`src/rtl/car_motion.sv`:
```
// Car motion executor: moves the car one floor per travel period toward the target from `state`,
// runs the door dwell, and reports floor/arrival. Optional macro CAR_SEG_EN adds a 7-seg floor display.
module car_motion #(
    parameter int TRAVEL_CYC = 2000,
    parameter int DOOR_CYC   = 3000
) (
    input  logic       clk_1KHz,
    input  logic       rst_n,
    input  logic [1:0] drc,
    input  logic [1:0] t_floor,
    input  logic       door_req_n,
`ifdef CAR_SEG_EN
    output logic [6:0] seg_n,
`endif
    output logic [1:0] c_floor,
    output logic       arrival,
    output logic       door_open,
    output logic       moving
);

    localparam int TMAX = (TRAVEL_CYC > DOOR_CYC) ? TRAVEL_CYC : DOOR_CYC;
    localparam int TW   = (TMAX > 2) ? $clog2(TMAX) : 1;

    localparam logic [TW-1:0] TRAVEL_LAST = TW'(TRAVEL_CYC - 1);
    localparam logic [TW-1:0] DOOR_LAST   = TW'(DOOR_CYC - 1);
    localparam logic [TW-1:0] TIMER_ONE   = TW'(1);

    localparam logic [1:0] S_IDLE = 2'd0;
    localparam logic [1:0] S_MOVE = 2'd1;
    localparam logic [1:0] S_DOOR = 2'd2;

    logic [1:0]    state, state_nx;
    logic [1:0]    floor_nx, step_floor;
    logic [TW-1:0] timer, timer_nx;
    logic          dir_up, dir_up_nx;
    logic          stop_here;

    // One shared timer: travel period in MOVE, dwell in DOOR; cleared whenever a state is entered.
    always_comb begin
        state_nx   = state;
        floor_nx   = c_floor;
        timer_nx   = timer;
        dir_up_nx  = dir_up;
        step_floor = c_floor;
        stop_here  = 1'b0;
        case (state)
            S_IDLE: begin
                timer_nx = '0;
                if (drc == 2'b01 && t_floor > c_floor) begin
                    state_nx  = S_MOVE;
                    dir_up_nx = 1'b1;
                end else if (drc == 2'b10 && t_floor < c_floor) begin
                    state_nx  = S_MOVE;
                    dir_up_nx = 1'b0;
                end else if (!door_req_n) begin
                    state_nx = S_DOOR;
                end
            end
            S_MOVE: begin
                if (timer == TRAVEL_LAST) begin
                    step_floor = dir_up ? (c_floor + 2'd1) : (c_floor - 2'd1);
                    floor_nx   = step_floor;
                    timer_nx   = '0;
                    // Retargeting and direction changes are honoured only at a floor boundary.
                    stop_here  = (step_floor == t_floor)
                               || (drc == 2'b00) || (drc == 2'b11)
                               || (dir_up && drc == 2'b10)
                               || (!dir_up && drc == 2'b01)
                               || (dir_up && step_floor == 2'd3)
                               || (!dir_up && step_floor == 2'd0);
                    if (stop_here) begin
                        state_nx = S_DOOR;
                    end
                end else begin
                    timer_nx = timer + TIMER_ONE;
                end
            end
            S_DOOR: begin
                if (!door_req_n) begin
                    timer_nx = '0;
                end else if (timer == DOOR_LAST) begin
                    state_nx = S_IDLE;
                    timer_nx = '0;
                end else begin
                    timer_nx = timer + TIMER_ONE;
                end
            end
            default: begin
                state_nx = S_IDLE;
                timer_nx = '0;
            end
        endcase
    end

    always_ff @(posedge clk_1KHz or negedge rst_n) begin
        if (!rst_n) begin
            state     <= S_IDLE;
            c_floor   <= 2'd0;
            timer     <= '0;
            dir_up    <= 1'b0;
            arrival   <= 1'b1;
            door_open <= 1'b0;
            moving    <= 1'b0;
        end else begin
            state     <= state_nx;
            c_floor   <= floor_nx;
            timer     <= timer_nx;
            dir_up    <= dir_up_nx;
            arrival   <= (state_nx != S_MOVE);
            door_open <= (state_nx == S_DOOR);
            moving    <= (state_nx == S_MOVE);
        end
    end

`ifdef CAR_SEG_EN
    // Display shows floor+1 on a common-anode digit, segment order gfedcba.
    function automatic logic [6:0] seg_of(input logic [1:0] f);
        case (f)
            2'd0:    seg_of = 7'b1111001;
            2'd1:    seg_of = 7'b0100100;
            2'd2:    seg_of = 7'b0110000;
            default: seg_of = 7'b0011001;
        endcase
    endfunction

    always_ff @(posedge clk_1KHz or negedge rst_n) begin
        if (!rst_n) begin
            seg_n <= 7'b1111001;
        end else begin
            seg_n <= seg_of(floor_nx);
        end
    end
`endif

endmodule
```
`config.mk`:
```
export PLATFORM = sky130hd
export DESIGN_NAME = car_motion
export DESIGN_NICKNAME = d
export VERILOG_FILES = /design/src/rtl/car_motion.sv
export SDC_FILE = /design/constraint.sdc
export NUM_CORES = 1
export LEC_CHECK = 0
export CORE_ASPECT_RATIO = 0.9
export CORE_MARGIN = 2
export CORE_UTILIZATION = 56
export CTS_BUF_LIST = sky130_fd_sc_hd__clkbuf_8 sky130_fd_sc_hd__clkbuf_16
export DETAILED_ROUTE_END_ITERATION = 10
export MAX_ROUTING_LAYER = met4
export PLACE_DENSITY = 0.78
export SLEW_MARGIN = 20
export SYNTH_ARGS = -nofsm -noshare
export SYNTH_HDL_FRONTEND = slang
export SYNTH_SLANG_ARGS = --single-unit
export TNS_END_PERCENT = 30
```
`constraint.sdc`:
```
create_clock -name clk_1KHz -period 2.4 [get_ports clk_1KHz]
set_input_delay 0.48 -clock clk_1KHz [delete_from_list [all_inputs] [get_ports clk_1KHz]]
set_output_delay 0.48 -clock clk_1KHz [all_outputs]
set_load 0.005 [all_outputs]
```
Yosys cells after proc, flatten, opt, wreduce, memory -nomap -nowiden
Cells that the tools add are included.
W data, S select, Z words.
{ "totals": {"reg_bits": 20, "inputBits": 7, "output_inout_bits": 5} }
{ "classes": {"add_sub_neg": 3, "order_cmp": 2, "eq_ne": 12, "n_mux": 15, "n_reduce_logical": 19} }
{ "ops": {"columns": ["op", "count"], "rows": [
  ["$mux W12", 3],
  ["$pmux W12 S2", 1],
  ["$mux W2", 8],
  ["$add A12 B1 Y12 const B", 1],
  ["$eq A12 B11 Y1 const B", 1],
  ["$eq A12 B12 Y1 const B", 1],
  ["$eq A2 B2 Y1 const B", 5],
  ["$eq A2 B1 Y1 const B", 3],
  ["$logic_and A1 B1 Y1", 6],
  ["$logic_not A2 Y1", 3],
  ["$logic_or A1 B1 Y1", 6],
  ["$pmux W2 S3", 1],
  ["$reduce_and A2 Y1", 2],
  ["$add A2 B1 Y2 const B", 1],
  ["$eq A2 B2 Y1", 1],
  ["$gt A2 B2 Y1", 1],
  ["$lt A2 B2 Y1", 1],
  ["$mux W1", 2],
  ["$ne A2 B1 Y1 const B", 1],
  ["$reduce_bool A2 Y1", 1],
  ["$sub A2 B1 Y2 const B", 1],
  ["$logic_not A1 Y1", 1]
]} }

Longest topological paths before layout
Gate-level depths: netlist of run 1.
{ "depth": {"depth_word": 13, "mapped_depth": 7, "mapped_depth_nobuf": 7} }

Worst setup path after synthesis of run 1
Ideal clock, no wire load.
{ "synth_path": {"path_type": "in2reg", "from": "input t_floor[1]", "to": "register moving", "setup_time_ns": 0.067, "t_arrival_ns": 1.853, "required_time_ns": 2.333, "setup_slack_ns": 0.481, "cell_stages": 6, "n_path_buf": 0, "path_cell_list": "ha_1 nand2b_4 a2111oi_4 nor4_2 a2111oi_4 and2_1"} }
{ "synth_via": {"elab_chain_cells": 11} }
{ "synth_rtl": {"columns": ["item", "line_no", "text"], "rows": [
  ["start, declared", "10", "input logic [1:0] t_floor,"],
  ["$eq A2 B2 Y1", "65", "stop_here = (step_floor == t_floor)"],
  ["$logic_or A1 B1 Y1 (2 in a row)", "66", "|| (drc == 2'b00) || (drc == 2'b11)"],
  ["$logic_or A1 B1 Y1", "67", "|| (dir_up && drc == 2'b10)"],
  ["$logic_or A1 B1 Y1", "68", "|| (!dir_up && drc == 2'b01)"],
  ["$logic_or A1 B1 Y1", "69", "|| (dir_up && step_floor == 2'd3)"],
  ["$logic_or A1 B1 Y1", "70", "|| (!dir_up && step_floor == 2'd0);"],
  ["$mux W2", "71", "if (stop_here) begin"],
  ["$mux W2", "60", "if (timer == TRAVEL_LAST) begin"],
  ["$pmux W2 S3 *", "46", "case (state)"],
  ["$eq A2 B1 Y1 *", "111", "moving <= (state_nx == S_MOVE);"],
  ["end signal, assigned", "111", null],
  ["end, declared", "18", "output logic moving"]
]} }
Mark *: on every way between the ends. The rest lies on a longest branch, timed or not.
A chain may end at the register's enable or synchronous reset.

Worst setup path in the final report of run 1
Same ends and word-level chain as after synthesis.

==> results.txt, run 1 <==
initial antenna violation count = 0
maximum clock rate = 449 MHz
Cell Chain, Critical Path = clkdlybuf4s50_1 > ha_1 > nand2b_4 > a2111oi_4 > nor4_2 > a2111oi_4 > and2_1
Clock Path Buffers = 2
fillers = 162
DRT antenna net count = 0
Post-synth EDFFs = 0
num rows = 16
Mapped Area = 1260 um2
crit path max-delay cell type = clkdlybuf4s50_1
Multi-input gate area = 713 um2
CP bufs+invs = 1
Final HPWL DP = 1810 um
Hold Crit Start = timer[0]$_DFF_PN0_
Vias/cell = 5.40
worst min path class = reg2reg
synthesized flop and latch total = 20
Synth top area share = 0.378
critical path class = in2reg
max-cap viol count = 0
Die Ht = 49.0 um
leakage = 0.000621 uW
Cell Pwr Density = 690 nW/um2
Reg-to-Reg End = moving$_DFF_PN0_
Final Cycle Share = 0.928
Top FF cell, synth = dfrtp_1
WP data required = 2590 ps
Clk pin slew, worst setup/hold paths = 70 ps
Top Ports = 12
Synth cell types = 37
Vias = 923
WL/cell = 13.6 um
Initial Util = 0.587
gate count after technology mapping = 125
CP max FO = 3
Syn Nets = 141
first-pass GRT wire length = 4280 um
mean post-synth cell area = 10.1 um2
post-CTS sizing = 0
sequential share of the synthesized area = 0.399
Async S/R FF share, synth = 1.00
TritonRoute pass-1 iters = 4
Congestion Overflow GR = 0
Arrival @ worst endpoint = 2420 ps
Yosys top cell by area = dfrtp_1
WHS = 499 ps
residual DRC count = 0
port bufs = 11
CTS Sinks = 20
die width = 54.0 um
clock latency on the worst-skew pair = 250 ps
CTS HTree Levels = 1
GRT Util Overall = 0.224
hold depth = 1
Hold Path End = timer[0]$_DFF_PN0_
sequential standard cell area = 502 um2
Max rail drop VDD = 0.546 mV
largest cells by area after synthesis = dfrtp_1, ha_1, xnor2_1, nor2_1, a2111oi_4
post-CTS setup buffer count = 0
worst reg2reg path depth = 7
final setup vio count = 0
CTS buffer count = 3
Post-synth top cells = dfrtp_1, nor2_1, nand2_1, inv_1, ha_1
Slew Limit Headroom = 0.734
n_diodes = 0
WL final = 2330 um
reg2reg start = c_floor[1]$_DFFE_PN0P_
largest net degree at the start of global routing = 21
synthesis-to-layout area growth = 17.6%
outcome = finished clean
DP Cell Count = 167
setup TNS = 0 ps
worst-margin pin slew = 396 ps
FF-to-FF setup slack = 370 ps
slowest cell delay on critical path = 420 ps
CP top delay family = compound AO/OA/AOI/OAI gates
Startpoint Class = primary input
number of DRC markers in iteration 0 = 6
fin. max-slew vios = 0
Clock Skew = 2.94 ps
routability congestion estimate = 0.817
Synthesis Warnings = 0
Die ar. = 2640 um2
layout cell share with drive strength beyond 1 = 0.139
cts hold-fix bufs = 0
RSZ-0062 raised after global routing = no
nets@finish = 161
CTS tree = done
CP endpoint kind = flip-flop
clock tree root buffer cell = clkbuf_8
Core Area = 2140 um2
most frequent cell after synthesis = dfrtp_1
Most Frequent Cell on Critical Path = a2111oi_4
Layout Cells excl Fill = 171
final hold viol count = 0
vias in the first global route = 948
Period minus WS final = 2230 ps
## worst max path at each step
| stage | from | endpoint | slack [ps] | cells after the start |
|---|---|---|---|---|
| 2_1_floorplan | t_floor[1] | moving$_DFF_PN0_ | 480 | 6 |
| 3_3_place_gp | t_floor[1] | state[0]$_DFF_PN0_ | -2 | 8 |
| 3_5_place_dp | t_floor[1] | moving$_DFF_PN0_ | -100 | 7 |
| 4_1_cts | t_floor[1] | moving$_DFF_PN0_ | 170 | 7 |
| 5_1_grt | t_floor[1] | moving$_DFF_PN0_ | 40 | 7 |
| 6_report | t_floor[1] | moving$_DFF_PN0_ | 170 | 7 |
## layout by cell type (no fill, tap or decap), types with 2 or more instances in the layout
cell,Yosys,routed
a2111oi_4,2,2
and2_1,2,2
buf_4,0,5
clkbuf_8,0,3
clkdlybuf4s50_1,0,11
dfrtp_1,19,19
ha_1,9,9
inv_1,10,11
nand2_1,13,13
nand3_1,6,6
nand4_1,2,2
nand4b_1,2,2
nor2_1,17,17
nor3_1,2,2
nor4_1,2,2
nor4_2,2,2
o22ai_1,3,3
xnor2_1,8,8
xor2_1,5,5
## worst reg2reg max path: cells and delay by family (launching register included)
| kind | cells | cell delay, ps |
|---|---|---|
| compound gates | 2 | 760 |
| fa+ha+maj | 1 | 350 |
| buf+inv | 1 | 70 |
| flops | 1 | 400 |
| simple gates | 3 | 390 |
## logic make-up after synthesis
logic type | synth area share
buf+inv | 0.0338
xor+xnor | 0.0905
simple gates | 0.275
fa+ha+maj | 0.0896
compound gates | 0.112
flops | 0.399
## where the power goes
| group | total [uW] | internal [uW] | leakage [uW] | switching, uW |
|---|---|---|---|---|
| combinational | 374 | 173 | 0.000326 | 201 |
| clock | 218 | 114 | 0.0000269 | 104 |
| sequential | 428 | 387 | 0.000268 | 41.5 |
| total | 1020 | 674 | 0.000621 | 347 |
## per-layer routing
metal	GRT usage	routed length, um
met4	0.0214	9
met3	0.0583	69
met5	-	0
met1	0.298	1150
met2	0.354	1100
## layout make-up
cell class,count,share of cell area
tap,27,0.0228
multi-input combinational,94,0.482
clock buffer,3,0.0279
sequential,20,0.339
inverter,10,0.0254
timing repair buffer,16,0.0998
clock inverter,1,0.00254
## per-stage QoR
step | setup WS [ps] | util | area [um2] | total power (uW)
floorplan | 481 | - | 1260 | 694
global placement | -1.95 | 0.669 | 1430 | 794
detailed placement | -97.8 | 0.669 | 1430 | 809
CTS | 170 | 0.690 | 1480 | 1030
global route | 37.6 | 0.690 | 1480 | 1100
finish | 174 | 0.690 | 1480 | 1020
## state kept, by name (all words and copies together) (netlist names)
| register | count |
|---|---|
| timer | 12 |
| door_open | 1 |
| arrival | 1 |
| moving | 1 |
| state | 2 |
| c_floor | 2 |
| dir_up | 1 |
(Power assumes the default switching activity.)
==> inputs of run 2 (changes only) <==
--- a/config.mk
+++ b/config.mk
@@ -10,6 +10,7 @@
 export CORE_UTILIZATION = 56
 export CTS_BUF_LIST = sky130_fd_sc_hd__clkbuf_8 sky130_fd_sc_hd__clkbuf_16
 export DETAILED_ROUTE_END_ITERATION = 10
+export GPL_TIMING_DRIVEN = 0
 export MAX_ROUTING_LAYER = met4
 export PLACE_DENSITY = 0.78
 export SLEW_MARGIN = 20
==> run 2 against run 1 <==
  * Hold slack lost 8.9 ps
  * Core utilization shrank 1.1 points
  * Register-to-register slack is essentially flat
  * Die area is the same
  * Sequential share of layout area grew 0.52 points
  * Via count grew 0.22%
  * First-iteration DRC count grew to 3.8 times the previous value
  * Critical path type unchanged
==> results.txt, run 2 (synthesis results as in run 1) <==
routability congestion estimate = 0.800 (-2.2%)
Regs by FF count = timer: 12 flops, c_floor: 2 flops, state: 2 flops
Final Cycle Share = 0.941 (+0.0131)
GRT Util Overall = 0.211 (-0.0129)
Die Ht = 49.0 um (unchanged)
crit path launch = t_floor[1]
Clock Path Buffers = 2 (unchanged)
first-pass GRT wire length = 4050 um (-5.3%)
CP endpoint kind = flip-flop
Startpoint Class = primary input
synthesis-to-layout area growth = 15.8%
post-placement cell area = 1400 um2 (-2.3%)
Hold Path End = timer[0]$_DFF_PN0_
setup TNS = 0 ps (unchanged)
largest net degree at the start of global routing = 21 (unchanged)
hold depth = 1 (unchanged)
WL/cell = 13.8 um (+1.3%)
number of DRC markers in iteration 0 = 23 (+17)
Clk pin slew, worst setup/hold paths = 70 ps (about the same)
WP data required = 2600 ps (about the same)
port bufs = 11 (unchanged)
Hold Crit Start = timer[0]$_DFF_PN0_
Die ar. = 2640 um2 (unchanged)
reg2reg start = c_floor[1]$_DFFE_PN0P_
FF-to-FF setup slack = 370 ps (about the same)
Initial Util = 0.587 (unchanged)
worst-margin pin slew = 913 ps (+517 ps)
residual DRC count = 0 (unchanged)
worst min path class = reg2reg
critical path class = in2reg
max FFs per register = 12 (unchanged)
Final HPWL DP = 1720 um (-5.3%)
post-CTS sizing = 0 (unchanged)
CP max FO = 3 (unchanged)
CTS Sinks = 20 (unchanged)
worst reg2reg path depth = 7 (unchanged)
layout cell share with drive strength beyond 1 = 0.121 (-0.0175)
clock tree root buffer cell = clkbuf_8
RSZ-0062 raised after global routing = no
Vias/cell = 5.54 (+2.6%)
TritonRoute pass-1 iters = 4 (unchanged)
Cell Pwr Density = 726 nW/um2 (+5.3%)
CTS buffer count = 3 (unchanged)
CTS tree = done
outcome = finished clean
Multi-input gate area = 713 um2 (unchanged)
cts hold-fix bufs = 0 (unchanged)
WL final = 2300 um (-1.1%)
Max rail drop VDD = 0.487 mV (-11%)
Top reg by flops = timer
most common cell after layout, fill and taps aside = dfrtp_1
Congestion Overflow GR = 0 (unchanged)
maximum clock rate = 443 MHz (-1.4%)
final hold viol count = 0 (unchanged)
num rows = 16 (unchanged)
Reg-to-Reg End = moving$_DFF_PN0_
fillers = 165 (+1.9%)
fin. max-slew vios = 0 (unchanged)
sequential standard cell area = 502 um2 (unchanged)
post-route cell area = 1460 um2 (-1.5%)
Arrival @ worst endpoint = 2460 ps (+40 ps)
n_diodes = 0 (unchanged)
post-CTS setup buffer count = 0 (unchanged)
initial antenna violation count = 0 (unchanged)
CTS HTree Levels = 1 (unchanged)
Slew Limit Headroom = 0.389 (-0.344)
Core Area = 2140 um2 (unchanged)
nets@finish = 157 (-2.5%)
max-cap viol count = 0 (unchanged)
die width = 54.0 um (unchanged)
leakage = 0.000601 uW (-3.2%)
Clock Skew = 2.32 ps (-0.618 ps)
Top Ports = 12 (unchanged)
DRT antenna net count = 0 (unchanged)
Vias = 925 (+0.22%)
vias in the first global route = 936 (-1.3%)
clock latency on the worst-skew pair = 260 ps (about the same)
final setup vio count = 0 (unchanged)
Period minus WS final = 2260 ps (+31.5 ps)
most frequent cells in the layout = dfrtp_1, nor2_1, nand2_1, clkdlybuf4s50_1, inv_1
==> run 2: worst max-delay path by stage <==
stage               cells past startpoint  slack (ps)               end
floorplan                               6         480  moving$_DFF_PN0_
global placement                        7         -90  moving$_DFF_PN0_
detailed placement                      7        -130  moving$_DFF_PN0_
CTS                                     7         140  moving$_DFF_PN0_
global route                            7          20  moving$_DFF_PN0_
finish                                  7         140  moving$_DFF_PN0_
==> run 2: final cells by class <==
type / count / share of cell area
inverters: 10 / 0.0258
repair buffers: 11 / 0.0756
clock buffers: 4 / 0.0378
plain buffers: 1 / 0.00344
flip-flops and latches: 20 / 0.345
well taps: 27 / 0.0232
multi-input cells: 94 / 0.490
==> run 2: per-stage QoR <==
stage,util,setup WS (ps),cells,power [uW],hold WS [ps]
detailed placement,0.654,-125,163,808,478
CTS,0.680,144,167,1070,489
finish,0.680,142,167,1060,490
global route,0.680,17.6,167,1130,510
floorplan,-,481,125,694,184
global placement,0.654,-93.0,163,793,480
==> run 2: per-layer routing <==
| layer | part of all wire | global-route usage | routed length [um] |
|---|---|---|---|
| met1 | 0.48 | 0.274 | 1120 |
| met3 | 0.031 | 0.0552 | 71 |
| met5 | 0 | - | 0 |
| met2 | 0.48 | 0.331 | 1110 |
| met4 | 0.0030 | 0.0385 | 7 |
==> run 2: where the power goes <==
group	switching [uW]	leakage [uW]	internal (uW)	total [uW]
clock	110	0.0000288	146	256
sequential	42.9	0.000268	387	430
combinational	199	0.000304	174	373
==> run 2: critical path: stages <==
cell,delay [ps]
clkdlybuf4s50_1,450
ha_1,390
nand2b_4,90
a2111oi_4,410
nor4_2,130
a2111oi_4,350
and2_1,160
==> inputs of run 3 (changes only) <==
--- a/config.mk
+++ b/config.mk
@@ -7,12 +7,11 @@
 export LEC_CHECK = 0
 export CORE_ASPECT_RATIO = 0.9
 export CORE_MARGIN = 2
-export CORE_UTILIZATION = 56
+export CORE_UTILIZATION = 40
 export CTS_BUF_LIST = sky130_fd_sc_hd__clkbuf_8 sky130_fd_sc_hd__clkbuf_16
 export DETAILED_ROUTE_END_ITERATION = 10
 export GPL_TIMING_DRIVEN = 0
 export MAX_ROUTING_LAYER = met4
-export PLACE_DENSITY = 0.78
 export SLEW_MARGIN = 20
 export SYNTH_ARGS = -nofsm -noshare
 export SYNTH_HDL_FRONTEND = slang
==> constraint.sdc (replaced) <==
create_clock -name clk_1KHz -period 2.4 [get_ports clk_1KHz]
set_input_delay 0.72 -clock clk_1KHz [delete_from_list [all_inputs] [get_ports clk_1KHz]]
set_output_delay 0.72 -clock clk_1KHz [all_outputs]
set_load 0.005 [all_outputs]
==> run 3 against run 2 <==
  * Power grew 9.4%
  * Worst setup slack lost 3.7 ps
  * Sequential share of layout area shrank 1.8 points
  * Die area up 37%
  * Register-to-register slack better by 40 ps
  * Hold slack gained 3.1 ps
  * Critical endpoint unchanged
  * Largest cell class unchanged
==> results.txt, run 3 (synthesis results as in run 1) <==
num rows = 19 (+3)
Vias/cell = 5.13 (-7.4%)
CP endpoint kind = flip-flop
Layout Cells excl Fill = 183 (+9.6%)
WL final = 2410 um (+4.9%)
Final Core Density = 0.510 (-0.170)
Reg-to-Reg End = moving$_DFF_PN0_
routability congestion estimate = 0.776 (-3.0%)
clock network power share = 0.295 (+0.053)
RSZ-0062 raised after global routing = no
Die ar. = 3610 um2 (+37%)
final hold viol count = 0 (unchanged)
Period minus WS final = 2260 ps (+3.69 ps)
GRT Util Overall = 0.161 (-0.0495)
leakage = 0.000626 uW (+4.2%)
Clock Skew = 7.92 ps (+5.60 ps)
Switching Share = 0.318 (-0.0149)
DRT antenna net count = 0 (unchanged)
vias in the first global route = 962 (+2.8%)
reg2reg start = c_floor[1]$_DFFE_PN0P_
hold depth = 1 (unchanged)
residual DRC count = 0 (unchanged)
Vias = 939 (+1.5%)
worst-margin pin slew = 912 ps (-1.16 ps)
Cell Pwr Density = 752 nW/um2 (+3.5%)
worst min path class = reg2reg
Congestion Overflow GR = 0 (unchanged)
CTS buffer count = 3 (unchanged)
Core Area = 3020 um2 (+41%)
first-pass GRT wire length = 4360 um (+7.7%)
port bufs = 11 (unchanged)
CTS HTree Levels = 1 (unchanged)
Initial Util = 0.416 (-0.171)
Top reg by flops = timer
post-route cell area = 1540 um2 (+5.7%)
Startpoint Class = primary input
initial antenna violation count = 0 (unchanged)
Regs by FF count = timer: 12 flops, c_floor: 2 flops, state: 2 flops
WP data required = 2600 ps (about the same)
layout cell share with drive strength beyond 1 = 0.156 (+0.0346)
CTS tree = done
nets@finish = 158 (+0.64%)
WL/cell = 13.2 um (-4.3%)
Hold Path End = timer[0]$_DFF_PN0_
Final HPWL DP = 1790 um (+4.1%)
CTS Sinks = 20 (unchanged)
clock tree root buffer cell = clkbuf_8
fillers = 285 (+73%)
clock latency on the worst-skew pair = 270 ps (about the same)
maximum clock rate = 442 MHz (-0.16%)
final setup vio count = 0 (unchanged)
largest net degree at the start of global routing = 21 (unchanged)
Max rail drop VDD = 0.326 mV (-33%)
DP Cell Count = 178 (+9.2%)
P_int = 790 uW (+12%)
most common cell after layout, fill and taps aside = dfrtp_1
max-cap viol count = 0 (unchanged)
number of DRC markers in iteration 0 = 30 (+30%)
Flop pwr share = 0.370 (-0.036)
TritonRoute pass-1 iters = 4 (unchanged)
die width = 63.1 um (+17%)
cts hold-fix bufs = 0 (unchanged)
outcome = finished clean
synthesis-to-layout area growth = 22.4%
Clk pin slew, worst setup/hold paths = 70 ps (about the same)
FF-to-FF setup slack = 410 ps (+40 ps)
most frequent cells in the layout = dfrtp_1, nor2_1, nand2_1, inv_1, clkdlybuf4s50_1
CP max FO = 6 (+3)
n_diodes = 0 (unchanged)
Top Ports = 12 (unchanged)
Hold Crit Start = timer[0]$_DFF_PN0_
Final Cycle Share = 0.942 (+0.00154)
Comb pwr share = 0.335 (-0.017)
worst reg2reg path depth = 7 (unchanged)
Slew Limit Headroom = 0.390 (+0.000775)
switching power = 368 uW (+4.5%)
post-placement cell area = 1420 um2 (+1.3%)
critical path class = in2reg
fin. max-slew vios = 0 (unchanged)
max FFs per register = 12 (unchanged)
Clock Path Buffers = 2 (unchanged)
Arrival @ worst endpoint = 2460 ps (about the same)
Die Ht = 57.2 um (+17%)
==> run 3: worst max-delay path by stage <==
| stage | from | end | slack [ps] | depth (start not counted) |
|---|---|---|---|---|
| 6_report | drc[1] | moving$_DFF_PN0_ | 140 | 6 |
| 5_1_grt | drc[1] | moving$_DFF_PN0_ | 40 | 6 |
| 4_1_cts | t_floor[0] | moving$_DFF_PN0_ | 70 | 8 |
| 3_5_place_dp | t_floor[1] | moving$_DFF_PN0_ | -370 | 7 |
| 3_3_place_gp | t_floor[1] | moving$_DFF_PN0_ | -340 | 7 |
| 2_1_floorplan | t_floor[1] | moving$_DFF_PN0_ | 240 | 6 |
==> run 3: worst max-delay path, stage by stage <==
cell             delay [ps]
clkdlybuf4s50_1         540
nor4bb_1                370
o22ai_1                 120
and2_4                  190
a2111oi_4               350
and2_1                  170
==> run 3: per-layer routing <==
| metal | up-vias | part of all wire | GRT usage |
|---|---|---|---|
| met5 | - | 0 | - |
| met4 | 0 | 0.013 | 0.0825 |
| met3 | 4 | 0.032 | 0.0454 |
| met1 | 457 | 0.48 | 0.197 |
| met2 | 11 | 0.47 | 0.245 |
| li1 | 467 | - | - |
==> run 3: stage by stage <==
step	setup TNS (ps)	hold slack, ps	total power, uW	setup WS, ps
floorplan	0	424	694	241
global placement	-1350	483	795	-338
detailed placement	-1460	484	808	-367
CTS	0	495	1160	72.9
global route	0	522	1230	40.8
finish	0	493	1160	138
==> run 3: final cells by class <==
type | instances | area [um2] | area share
buffer | 1 | 5.00 | 0.00325
clock buffer | 3 | 41.3 | 0.0268
clock inverter | 1 | 30.0 | 0.0195
inverter | 10 | 37.5 | 0.0244
multi-input combinational | 94 | 752 | 0.489
sequential | 20 | 502 | 0.326
tap | 42 | 52.6 | 0.0341
timing repair buffer | 12 | 119 | 0.0772
==> run 3: what timing repair did <==
action,4_1_cts,5_1_grt
setup buffers,1,0
setup endpoints to repair,4,1
pin swaps,1,3
gates resized for setup,3,4
==> run 3: power by group through the flow <==
stage / combinational [uW] / clock (uW) / sequential, uW
floorplan: 267 / 0 / 427
global placement: 363 / 0 / 432
detailed placement: 373 / 0 / 435
CTS: 381 / 350 / 428
global route: 429 / 368 / 436
finish: 388 / 342 / 428
